`src/rtl/fila_pkg.sv`:
```
// Shared types and constants for the FILA queue and its reader.
package fila_pkg;

   typedef enum logic [2:0] {IDLE, REQ, WAIT, PRESENT, DONE} fila_leitor_state_t;

   localparam int unsigned FILA_DEPTH  = 8;
   localparam int unsigned FILA_DATA_W = 8;
   localparam int unsigned FILA_RD_LAT = 2;

endpackage

```
`src/rtl/fila_wait_cnt.sv`:
```
// Loadable down-counter shared by the read-latency wait and the consumer timeout.
// o_zero is look-ahead: it is high when the current decrement brings the count to zero.
module fila_wait_cnt #(
   parameter int unsigned W = 5
) (
   input  logic         i_clk,
   input  logic         i_rst,
   input  logic         i_load,
   input  logic [W-1:0] i_load_val,
   input  logic         i_dec,
   output logic         o_zero
);

   logic [W-1:0] r_cnt;

   always_ff @(posedge i_clk or posedge i_rst) begin
      if (i_rst) begin
         r_cnt <= '0;
      end else if (i_load) begin
         r_cnt <= i_load_val;
      end else if (i_dec && (r_cnt != '0)) begin
         r_cnt <= r_cnt - 1'b1;
      end
   end

   assign o_zero = (r_cnt <= W'(1));

endmodule

```
`src/rtl/fila_leitor.sv`:
```
// FILA reader: pops bytes, waits the queue read latency and hands them out on valid/ready.
// Define FILA_LEITOR_TIMEOUT_EN to drop a byte the consumer ignores for TIMEOUT cycles.
module fila_leitor
   import fila_pkg::*;
#(
   parameter int unsigned LEN_W   = 4,
   parameter int unsigned CNT_W   = 4,
   parameter int unsigned RD_LAT  = FILA_RD_LAT,
   parameter int unsigned TIMEOUT = 16
) (
   input  logic                   clock_10KHz,
   input  logic                   reset,
   input  logic [LEN_W-1:0]       q_len_in,
   input  logic [FILA_DATA_W-1:0] q_data_in,
   output logic                   q_dequeue_out,
   input  logic                   start_in,
   input  logic [CNT_W-1:0]       burst_in,
   output logic                   busy_out,
   output logic                   done_out,
   output logic [CNT_W-1:0]       drained_out,
   output logic [FILA_DATA_W-1:0] out_data,
   output logic                   out_valid,
   input  logic                   out_ready,
   output logic                   timeout_out
);

   localparam int unsigned WAIT_MAX = (TIMEOUT > RD_LAT) ? TIMEOUT : RD_LAT;
   localparam int unsigned WAIT_W   = $clog2(WAIT_MAX + 1);
   localparam logic [CNT_W-1:0] DRAIN_MAX = '1;

   fila_leitor_state_t     r_state, w_state_nx;
   logic [CNT_W-1:0]       r_remaining, r_drained, w_drained_inc;
   logic                   r_counted;
   logic [FILA_DATA_W-1:0] r_data;
   logic                   w_start, w_capture, w_accept;
   logic                   w_cnt_load, w_cnt_dec, w_cnt_zero;
   logic [WAIT_W-1:0]      w_cnt_val;
`ifdef FILA_LEITOR_TIMEOUT_EN
   logic                   w_abort;
   logic                   r_timeout;
`endif

   assign w_drained_inc = r_drained + 1'b1;

   always_comb begin
      w_state_nx    = r_state;
      w_start       = 1'b0;
      w_capture     = 1'b0;
      w_accept      = 1'b0;
      w_cnt_load    = 1'b0;
      w_cnt_dec     = 1'b0;
      w_cnt_val     = WAIT_W'(RD_LAT);
      q_dequeue_out = 1'b0;
`ifdef FILA_LEITOR_TIMEOUT_EN
      w_abort       = 1'b0;
`endif
      unique case (r_state)
         IDLE: begin
            if (start_in) begin
               w_start    = 1'b1;
               w_state_nx = REQ;
            end
         end
         REQ: begin
            if (q_len_in == '0) begin
               w_state_nx = DONE;
            end else begin
               q_dequeue_out = 1'b1;
               w_cnt_load    = 1'b1;
               w_state_nx    = WAIT;
            end
         end
         WAIT: begin
            w_cnt_dec = 1'b1;
            if (w_cnt_zero) begin
               w_capture  = 1'b1;
               w_state_nx = PRESENT;
`ifdef FILA_LEITOR_TIMEOUT_EN
               // Same counter is re-armed as the consumer timeout.
               w_cnt_load = 1'b1;
               w_cnt_val  = WAIT_W'(TIMEOUT);
`endif
            end
         end
         PRESENT: begin
            if (out_ready) begin
               w_accept = 1'b1;
               if ((r_counted && (r_remaining == CNT_W'(1))) || (w_drained_inc == DRAIN_MAX)) begin
                  w_state_nx = DONE;
               end else begin
                  w_state_nx = REQ;
               end
            end
`ifdef FILA_LEITOR_TIMEOUT_EN
            else begin
               w_cnt_dec = 1'b1;
               if (w_cnt_zero) begin
                  w_abort    = 1'b1;
                  w_state_nx = DONE;
               end
            end
`endif
         end
         DONE:    w_state_nx = IDLE;
         default: w_state_nx = IDLE;
      endcase
   end

   always_ff @(posedge clock_10KHz or posedge reset) begin
      if (reset) begin
         r_state     <= IDLE;
         r_remaining <= '0;
         r_counted   <= 1'b0;
         r_drained   <= '0;
         r_data      <= '0;
      end else begin
         r_state <= w_state_nx;
         if (w_start) begin
            r_remaining <= burst_in;
            r_counted   <= (burst_in != '0);
            r_drained   <= '0;
         end
         if (w_capture) begin
            r_data <= q_data_in;
         end
         if (w_accept) begin
            r_drained <= w_drained_inc;
            if (r_counted) begin
               r_remaining <= r_remaining - 1'b1;
            end
         end
      end
   end

`ifdef FILA_LEITOR_TIMEOUT_EN
   always_ff @(posedge clock_10KHz or posedge reset) begin
      if (reset) begin
         r_timeout <= 1'b0;
      end else if (w_start) begin
         r_timeout <= 1'b0;
      end else if (w_abort) begin
         r_timeout <= 1'b1;
      end
   end
   assign timeout_out = r_timeout;
`else
   assign timeout_out = 1'b0;
`endif

   fila_wait_cnt #(
      .W (WAIT_W)
   ) u_wait_cnt (
      .i_clk      (clock_10KHz),
      .i_rst      (reset),
      .i_load     (w_cnt_load),
      .i_load_val (w_cnt_val),
      .i_dec      (w_cnt_dec),
      .o_zero     (w_cnt_zero)
   );

   assign out_valid   = (r_state == PRESENT);
   assign out_data    = r_data;
   assign done_out    = (r_state == DONE);
   assign busy_out    = (r_state == REQ) || (r_state == WAIT) || (r_state == PRESENT);
   assign drained_out = r_drained;

endmodule

```
`config.mk`:
```
export PLATFORM = sky130hd
export DESIGN_NAME = fila_leitor
export DESIGN_NICKNAME = d
export VERILOG_FILES = /design/src/rtl/fila_pkg.sv /design/src/rtl/fila_wait_cnt.sv /design/src/rtl/fila_leitor.sv
export SDC_FILE = /design/constraint.sdc
export NUM_CORES = 1
export LEC_CHECK = 0
export ABC_CLOCK_PERIOD_IN_PS = 1460
export BUFFER_PORTS_ARGS = -buffer_cell sky130_fd_sc_hd__buf_4
export CAP_MARGIN = 5
export CORE_MARGIN = 8
export CORE_UTILIZATION = 47
export DETAILED_ROUTE_END_ITERATION = 6
export PLACE_DENSITY = 0.8
export SKIP_CTS_REPAIR_TIMING = 1
export SYNTH_ARGS = -nofsm -noshare
export SYNTH_HDL_FRONTEND = slang
export SYNTH_SLANG_ARGS = --single-unit
```
`constraint.sdc`:
```
create_clock -name clock_10KHz -period 1.46 [get_ports clock_10KHz]
set_input_delay 0.146 -clock clock_10KHz [delete_from_list [all_inputs] [get_ports clock_10KHz]]
set_output_delay 0.146 -clock clock_10KHz [all_outputs]
set_load 0.02 [all_outputs]
```
## Word-level counts from Yosys, hierarchy flattened

Index checks and enable logic that the tools add are counted.
Widths: inputs -> output; s select.

| storage, ports and cells | value |
|---|---|
| bits in registers | 25 |
| bits of input ports | 20 |
| output and inout port bits | 17 |
| word-level logic and storage cells | 53 |

| operators by class | value |
|---|---|
| add/sub/neg operators | 3 |
| magnitude comparators | 1 |
| eq/ne operators | 9 |
| multiplexer cells | 22 |
| reductions and logical operators | 12 |

Operator list:

| cell | count |
|---|---|
| $mux 4 | 5 |
| $mux 3 | 5 |
| $pmux 3 s4 | 1 |
| $mux 5 | 2 |
| $mux 1 | 9 |
| $eq 3x2->1 const B | 2 |
| $le 5x1->1 const B | 1 |
| $reduce_bool 5->1 | 1 |
| $sub 5x1->5 const B | 1 |
| $add 4x1->4 const B | 1 |
| $eq 4x1->1 const B | 1 |
| $eq 4x4->1 const B | 1 |
| $logic_not 4->1 | 1 |
| $ne 2x1->1 const B | 2 |
| $reduce_bool 2->1 | 2 |
| $reduce_bool 4->1 | 1 |
| $sub 4x1->4 const B | 1 |
| $eq 3x1->1 const B | 1 |
| $eq 3x3->1 const B | 1 |
| $logic_not 3->1 | 1 |
| $logic_or 1x1->1 | 3 |
| $reduce_and 3->1 | 1 |
| $logic_and 1x1->1 | 2 |
| $ne 2x2->1 const B | 1 |

## Depth between registers and ports, before layout

Gate-level depths: netlist of run 1.

| logic depth | value |
|---|---|
| depth after elaboration | 6 |
| mapped depth | 6 |
| mapped depth without buffers | 6 |

## Modules after synthesis

From an unflattened synthesis of run 1, not the netlist that was laid out.

| second synthesis, totals | value |
|---|---|
| cell total of the unflattened synthesis | 151 |
| area, all modules | 1466.4 um^2 |

Modules (own cells, without submodules):

| module | instances | cells an instance | area an instance (um^2) | seq. area each (um^2) |
|---|---|---|---|---|
| fila_leitor | 1 | 111 | 1124.8 | 500.5 |
| fila_wait_cnt | 1 | 40 | 341.6 | 125.1 |

## Worst setup path after synthesis of run 1

No wires, ideal clock.

| timing path | value |
|---|---|
| path kind | register to register |
| start | reg r_state[0] |
| end | reg r_remaining[3] |
| library setup time | 0.126 ns |
| arrival | 1.459 ns |
| data required time | 1.334 ns |
| setup slack | -0.125 ns |
| stages on the path, launching flop included | 6 |
| cells stage by stage | dfrtp_1 buf_6 nor4b_4 a21oi_2 a31o_1 a221o_1 |

| on the way | value |
|---|---|
| cells in the longest elaborated chain, start to end | 5 |
| elaborated cells on any way between the ends | 7 |

Ends and longest elaborated chain:

| what | RTL line | text |
|---|---|---|
| start: declaration | fila_leitor.sv:31 | `fila_leitor_state_t r_state, w_state_nx;` |
| start signal: assignment | fila_leitor.sv:117 | `r_state <= w_state_nx;` |
| $logic_not 3->1 | fila_leitor.sv:57 | `unique case (r_state)` |
| $mux 1 | fila_leitor.sv:57 |  |
| $mux 4 | fila_leitor.sv:118 | `if (w_start) begin` |
| $mux 4 | fila_leitor.sv:128 | `if (r_counted) begin` |
| $mux 4 (*) | fila_leitor.sv:126 | `if (w_accept) begin` |
| end signal: assignment | fila_leitor.sv:119 | `r_remaining <= burst_in;` |
| end signal: assignment | fila_leitor.sv:129 | `r_remaining <= r_remaining - 1'b1;` |
| end: declaration | fila_leitor.sv:32 | `logic [CNT_W-1:0] r_remaining, r_drained, w_drained_inc;` |

Mark *: on every way between the ends. The rest lies on a longest branch, timed or not.
A chain may end at the register's enable or synchronous reset.

## Worst setup path after layout of run 1

| timing path | value |
|---|---|
| start | reg r_state[2] |
| end | reg r_remaining[3] |

Same word-level chain as after synthesis.

==> results of run 1 <==
kinds of logic after synthesis:
kind of cell             after synthesis
multiplexers                          10
adder cells (fa/ha/maj)                7
AND/OR/NAND/NOR                       42
AO/OA/AOI/OAI                         32
other                                  1
buffers and inverters                 16
XOR/XNOR                               2
flip-flops                            25
cells in the final DEF (no fill, tap or decap), types with 2 or more instances in the layout:
cell type and n:
dfrtp_2 5, nor4_1 2, clkbuf_4 3, buf_4 60
dfrtp_1 20, ha_1 4, ha_4 3, a31o_2 2
nor3_2 2, inv_2 2, inv_1 9, o21a_1 2
buf_6 5, o21ai_0 3, a21oi_1 5, nor2_1 15
nand2_1 5, a221o_1 2, o21ai_1 5, mux2_2 9
report_power, final:
| group | switching (mW) | internal (mW) |
|---|---|---|
| logic | 1.24 | 1.35 |
| registers | 0.252 | 0.986 |
| clock network | 0.213 | 0.104 |
| total | 1.70 | 2.44 |
final cells by class:
class | instances | area share, %
clock inverter | 1 | 0.360
timing repair buffer | 66 | 24.8
clock buffer | 3 | 1.08
sequential | 25 | 30.3
inverter | 11 | 1.98
tap | 31 | 1.86
multi-input combinational | 94 | 39.7
layer usage:
metal | GRT usage [%] | vias to the layer above
li1 | - | 608
met1 | 13.6 | 618
met2 | 27.4 | 21
met3 | 3.25 | 2
met4 | 2.46 | 0
met5 | 0 | -
through the flow:
stage               cells  power [mW]  hold WS, ns  cell area (um^2)
finish                231        4.15       0.0458              2090
global route          231        4.44       0.0203              2090
CTS                   222        3.73       -0.204              1860
detailed placement    218        3.40        0.171              1830
global placement      218        3.29        0.170              1830
floorplan             135        2.51        0.173              1410
path summary, 6_finish.rpt:
kind	startpoint	to	slack, ns	cells after the start
min in group asynchronous	reset	out_data[6]	0.38	4
hold reg to reg	out_data[4]	out_data[4]	0.53	1
hold / removal	q_data_in[5]	out_data[5]	0.05	2
setup / recovery	r_state[2]	r_remaining[3]	-0.10	5
max in group asynchronous	reset	drained_out[1]	0.85	4
setup reg to reg	r_state[2]	r_remaining[3]	-0.10	5
sequential cells by signal, indices dropped and copies added, names as in the netlist:
| signal | count |
|---|---|
| u_wait_cnt.r_cnt | 5 |
| r_state | 3 |
| out_data | 8 |
| r_remaining | 4 |
| drained_out | 4 |
| r_counted | 1 |
==> results.cfg, run 1 <==
[cts]
cts.clk_slew.worst_paths_ns = 0.15
htree_levels = 1
clk_latency_ns = 0.32
cts_sinks = 25
cts_inserted_buffers = 3
cts_buffer_depth = 2
cts_root_buf = clkbuf_4
cts_tree = yes

[route]
dr_wl_met2_um = 2010
topRoutingLayerUsed = met4
via_per_inst = 5.41
wirelength_um = 3650
wl_per_cell_um = 15.8
drt_first_pass_iters = 4
drc = 0
drtIter0Drc = 39
wl_met1_um = 1510
wl_met3_um = 113
drtAntennaViolNets = 0
vias = 1249

[die]
dieArea_um2 = 4970
chipWidth_um = 70.5
io_pins = 37
rows = 19
die_y_um = 70.5
coreArea_um2 = 2780
start_util_pct = 50.2

[global_routing]
grt_pass1_wl_um = 5820
grt_overflow = 0
grt_util_all_layers_pct = 13.6
grt_max_degree = 16
grt_pass1_vias = 1376
grt_antenna_before_repair = 0

[timing]
period_needed_ns = 1.56
finalHoldViolations = 0
max_freq_ghz = 0.641
period_share_pct = 107
skew_ns = 0.0104
final_max_slew_viol_count = 0
fin_setup_tns_ns = -0.338
setup_ws_ns = -0.100
setup_violations = 9
grt_setup_unrepaired = yes

[worst_setup_path]
crit_type = reg2reg
crit_path_max_incr_delay_ns = 0.43
start_kind = flop
path_delay_family = compound AO/OA/AOI/OAI gates
crit_fanout = 3
crit_buf_inv = 1
worstPathArrival_ns = 1.78
critPathSlowestCell = dfrtp_2
required_ns = 1.68
cp-end-kind = flop
crit_chain = buf_4 > and4b_2 > a21oi_2 > a31o_1 > a221o_1

[synth]
synth-simple-area-share_pct = 17.4
ys_ff_latch = 25
avgSynthCellArea_um2 = 10.3
yosys.area_share.adder_pct = 6.28
synth-edff-count = 0
synth_top_cell_area_share_pct = 44.8
synthTopCellsByCount = dfrtp_1 (25), nor2_1 (16), inv_1 (11)
synth-compound-area-share_pct = 16.2
synth_nets = 162
async_flop_share_pct = 100
syn_area_um2 = 1400
yosys.area.top_type = dfrtp_1
synthMuxAreaShare_pct = 7.98
synthesis.instances = 135
synth-xor-area-share_pct = 1.26
synthFlopType = dfrtp_1
yosysWarnings = 0
synth.distinct_cells = 46
synth.area.top_cells = dfrtp_1 (45%), mux2_2 (7.3%), ha_1 (6.3%)
synth_most_common_cell = dfrtp_1
synth_seq_area_share_pct = 44.8
synth_top_family_by_area = simple AND/OR/NAND/NOR gates

[final_layout]
utilization_pct = 75.0
final_nets = 228
area_growth_pct = 49.6
area.sequential_um2 = 632
n_fill_cell = 176
drive_gt1_share_pct = 54.5
antenna_cells = 0
multi_input_area_um2 = 828

[placement]
dp_slack_ns = -0.0589
place.gp.congestion = 0.839
dp_hpwl_um = 2740
io_buffers = 35

[pwr]
p_leak_nw = 0.988
ir_drop_mv = 1.62
power_density_nw_per_um2 = 1990

[outcome]
violations = negative setup slack
status = complete, but fails checks

[flow_run]
drv_cap = 0

[min_path]
hp-class = in2reg
Power figures use the tool's default switching activity.
==> run 2: changes to the inputs <==
--- a/config.mk
+++ b/config.mk
@@ -5,6 +5,7 @@
 export SDC_FILE = /design/constraint.sdc
 export NUM_CORES = 1
 export LEC_CHECK = 0
+export ABC_AREA = 1
 export ABC_CLOCK_PERIOD_IN_PS = 1460
 export BUFFER_PORTS_ARGS = -buffer_cell sky130_fd_sc_hd__buf_4
 export CAP_MARGIN = 5
==> run 2 against run 1 <==
Net effect:
- the run now ends clean
- sequential share of layout area increased by 4.0 points
- clock skew decreased by 0.0029 ns
- final cell count increased by 8.7%
- die area increased by 1.3%
- utilization decreased by 13 points
- setup slack improved by 0.13 ns
- sequential power increased by 5%
- fmax increased by 9.1%
- largest power group unchanged
==> results.cfg, run 2 <==
[final_layout]
largest_reg_flops = 8
final_nets = 246
drive_gt1_share_pct = 35.8
n_fill_cell = 263
antenna_cells = 0
final_area_um2 = 1830
layout_common_cells = buf_4 (41), nand2_1 (35), inv_1 (23), dfrtp_1 (23)
area_growth_pct = 29.3
multi_input_area_um2 = 689
final_common_cell = buf_4
area.sequential_um2 = 628

[cts]
cts.clk_slew.worst_paths_ns = 0.14
clk_latency_ns = 0.32
cts_buffer_depth = 2
cts_inserted_buffers = 3
htree_levels = 1
cts_root_buf = clkbuf_4
cts_sinks = 25
cts_tree = yes

[synth]
synth_seq_area_share_pct = 44.1
syn_area_um2 = 1420
synth_most_common_cell = nand2_1
avgSynthCellArea_um2 = 8.15
yosysWarnings = 0
async_flop_share_pct = 100
ys_ff_latch = 25
synthFlopType = dfrtp_1
synth-edff-count = 0
synth.distinct_cells = 28
synthTopCellsByCount = nand2_1 (39), inv_1 (26), dfrtp_1 (25)
synth.area.top_cells = dfrtp_1 (44%), nand2_1 (10%), inv_1 (6.9%)
yosys.area.top_type = dfrtp_1
synth_top_cell_area_share_pct = 44.1
synth_nets = 201
synthesis.instances = 174

[global_routing]
grt_pass1_wl_um = 5000
grt_max_degree = 26
grt_util_all_layers_pct = 11.9
grt_antenna_before_repair = 0
grt_overflow = 0
grt_pass1_vias = 1210

[timing]
grt_setup_unrepaired = yes
max_freq_ghz = 0.700
skew_ns = 0.00749
final_max_slew_viol_count = 0
setup_ws_ns = 0.0306
period_needed_ns = 1.43
finalHoldViolations = 0
period_share_pct = 97.9
setup_violations = 0

[pwr]
ir_drop_mv = 0.960
p_leak_nw = 0.951
power_density_nw_per_um2 = 2090

[route]
drtIter0Drc = 52
wl_per_cell_um = 11.4
wirelength_um = 2860
drc = 0
drtAntennaViolNets = 0
drt_first_pass_iters = 4
vias = 1258
via_per_inst = 5.01

[die]
die_y_um = 70.9
start_util_pct = 48.1
dieArea_um2 = 5030
io_pins = 37
chipWidth_um = 70.9
coreArea_um2 = 2950
rows = 20

[worst_setup_path]
required_ns = 1.31
start_kind = flop
worstPathArrival_ns = 1.28
crit_fanout = 5
cp-startpoint = r_state[2]
cp-end-kind = output port
crit_type = reg2out
reg2reg_from = u_wait_cnt.r_cnt[0]

[placement]
dp_slack_ns = 0.0392
place.gp.congestion = 0.813
io_buffers = 35
dp_hpwl_um = 2230
placed_cell_area_um2 = 1710

[outcome]
status = finished, final reports clean

[flow_run]
drv_cap = 0

[min_path]
worst_hold_startpoint = q_data_in[2]
hp-class = in2reg
-- run 2: metrics by stage --
step / hold slack (ns) / util [%] / cells / power, mW / setup TNS [ns]
floorplan: 0.173 / - / 174 / 2.71 / 0
global placement: 0.218 / 58.1 / 241 / 3.29 / 0
detailed placement: 0.221 / 58.1 / 241 / 3.34 / 0
CTS: -0.150 / 59.1 / 245 / 3.66 / -0.185
global route: 0.0252 / 62.1 / 251 / 4.20 / -0.0541
finish: 0.0545 / 62.1 / 251 / 3.83 / 0
-- run 2: final cells by class --
class	count	share of cell area [%]
clock buffer	3	1.23
multi-input combinational	115	37.6
inverter	31	6.34
sequential	25	34.2
timing repair buffer	43	17.9
tap	33	2.25
clock inverter	1	0.409
-- run 2: final timing paths --
| path | endpoint | slack [ns] | cells after the start |
|---|---|---|---|
| hold reg to reg | r_remaining[0] | 0.49 | 1 |
| max in group asynchronous | r_state[1] | 0.79 | 4 |
| setup reg to reg | u_wait_cnt.r_cnt[4] | 0.14 | 7 |
| setup / recovery | q_dequeue_out | 0.03 | 6 |
| hold / removal | out_data[2] | 0.05 | 3 |
| min in group asynchronous | out_data[0] | 0.41 | 4 |
-- run 2: kinds of logic (layout without fill, tap and decap cells) --
| logic type | after synthesis | after routing | share of synthesized area [%] |
|---|---|---|---|
| AO/OA/AOI/OAI | 30 | 30 | 13.4 |
| XOR/XNOR | 2 | 2 | 1.23 |
| adder cells (fa/ha/maj) | 7 | 7 | 6.17 |
| buffers and inverters | 34 | 78 | 9.88 |
| flip-flops | 25 | 25 | 44.1 |
| other | 1 | 1 | 0.264 |
| AND/OR/NAND/NOR | 75 | 75 | 25.0 |
-- run 2: critical path, stage by stage (launching register included) --
cell,delay [ns]
dfrtp_1,0.40
inv_2,0.09
nand2_4,0.08
nor2_4,0.14
nand2_4,0.08
inv_2,0.07
buf_6,0.11
-- run 2: report_power, final --
group / total, mW / switching (mW) / internal [mW]
logic: 2.21 / 1.27 / 0.939
registers: 1.30 / 0.277 / 1.02
clock network: 0.315 / 0.210 / 0.105
-- run 2: routing by layer --
metal | vias up | global-route usage, % | wire length, um
li1 | 646 | - | -
met1 | 579 | 14.1 | 1240
met3 | 2 | 3.67 | 169
met5 | - | 0 | 0
met4 | 0 | 3.46 | 13
met2 | 31 | 20.0 | 1440
==> run 3: changes to the inputs <==
--- a/config.mk
+++ b/config.mk
@@ -12,6 +12,7 @@
 export CORE_MARGIN = 8
 export CORE_UTILIZATION = 47
 export DETAILED_ROUTE_END_ITERATION = 6
+export MAX_ROUTING_LAYER = met4
 export PLACE_DENSITY = 0.8
 export SKIP_CTS_REPAIR_TIMING = 1
 export SYNTH_ARGS = -nofsm -noshare
==> run 3 against run 2 <==
Net effect:
- hold slack better by 0.00064 ns
- critical path depth unchanged
- final area did not move
- sequential share of layout area did not move
- clock-buffer cell count unchanged
- clock power about the same
- die area is the same
- utilization is the same
- final cell count is the same
==> results.cfg, run 3 (synthesis gave the netlist of run 2 again) <==
[global_routing]
grt_antenna_before_repair = 0
grt_pass1_wl_um = 5000
grt_overflow = 0
grt_max_degree = 26
grt_util_all_layers_pct = 12.2
grt_pass1_vias = 1210

[route]
wirelength_um = 2860
drt_first_pass_iters = 4
vias = 1256
drtIter0Drc = 52
via_per_inst = 5.00
wl_per_cell_um = 11.4
drc = 0
drtAntennaViolNets = 0
wl_met1_um = 1290
wl_met3_um = 110
dr_wl_met2_um = 1440
topRoutingLayerUsed = met4

[cts]
cts_buffer_depth = 2
cts_sinks = 25
cts_inserted_buffers = 3
cts_tree = yes
cts.clk_slew.worst_paths_ns = 0.14
clk_latency_ns = 0.32
cts_root_buf = clkbuf_4
htree_levels = 1

[worst_setup_path]
start_kind = flop
crit_fanout = 5
r2r_setup_slack_ns = 0.14
cp-end-kind = output port
r2r_end = u_wait_cnt.r_cnt[4]
worstPathArrival_ns = 1.28
required_ns = 1.31
crit_type = reg2out
reg2reg_from = u_wait_cnt.r_cnt[0]
r2r.worst_path.cells = 7

[final_layout]
layout_common_cells = buf_4 (41), nand2_1 (35), inv_1 (23), dfrtp_1 (23)
utilization_pct = 62.1
final_nets = 246
drive_gt1_share_pct = 35.8
n_fill_cell = 263
largest_reg_flops = 8
area.sequential_um2 = 628
final_common_cell = buf_4
area_growth_pct = 29.3
multi_input_area_um2 = 689
antenna_cells = 0

[timing]
final_max_slew_viol_count = 0
period_share_pct = 97.8
grt_setup_unrepaired = yes
max_freq_ghz = 0.700
finalHoldViolations = 0
period_needed_ns = 1.43
hold_slack_ns = 0.0551
setup_violations = 0
skew_ns = 0.00725

[min_path]
min_to = out_data[2]
hp-class = in2reg
whs_path_depth = 3
worst_hold_startpoint = q_data_in[2]

[die]
io_pins = 37
start_util_pct = 48.1
rows = 20
coreArea_um2 = 2950
dieArea_um2 = 5030
die_y_um = 70.9
chipWidth_um = 70.9

[placement]
io_buffers = 35
dp_hpwl_um = 2230
place.gp.congestion = 0.825

[flow_run]
drv_cap = 0

[pwr]
ir_drop_mv = 0.959
power_density_nw_per_um2 = 2090
p_total_mw = 3.83
p_leak_nw = 0.951

[outcome]
status = finished, final reports clean
-- run 3: layout make-up --
| cell class | count | share of cell area (%) |
|---|---|---|
| clock buffers | 3 | 1.23 |
| clock inverters | 1 | 0.409 |
| well taps | 33 | 2.25 |
| multi-input cells | 115 | 37.6 |
| inverters | 31 | 6.34 |
| flip-flops and latches | 25 | 34.2 |
| repair buffers | 43 | 17.9 |
-- run 3: critical path, stage by stage (launching register included) --
cell and delay (ns):
dfrtp_1 0.40, inv_2 0.09, nand2_4 0.08, nor2_4 0.14
nand2_4 0.08, inv_2 0.07, buf_6 0.11
-- run 3: per-stage QoR --
stage	cell area, um^2	worst slack, ns	cells	setup TNS (ns)
finish	1830	0.0319	251	0
detailed placement	1710	0.0392	241	0
CTS	1740	-0.185	245	-0.185
global placement	1710	0.0962	241	0
global route	1830	-0.0534	251	-0.0534
floorplan	1420	0.149	174	0
-- run 3: worst max path at each step --
stage / startpoint / end / slack, ns / cells after the start
6_report: r_state[2] / q_dequeue_out / 0.03 / 6
5_1_grt: r_state[2] / q_dequeue_out / -0.05 / 6
4_1_cts: r_state[2] / q_dequeue_out / -0.19 / 6
3_5_place_dp: u_wait_cnt.r_cnt[1] / out_data[1] / 0.04 / 7
3_3_place_gp: u_wait_cnt.r_cnt[1] / out_data[7] / 0.1 / 7
2_1_floorplan: drained_out[1] / r_state[0] / 0.15 / 10
-- run 3: power breakdown --
group	internal, mW	switching (mW)
logic	0.938	1.27
clock network	0.105	0.210
registers	1.02	0.277
-- run 3: per-layer routing --
layer	GRT usage (%)	vias to the layer above
met4	3.46	0
met1	14.8	577
met5	-	-
met3	2.54	2
met2	20.0	33
li1	-	644
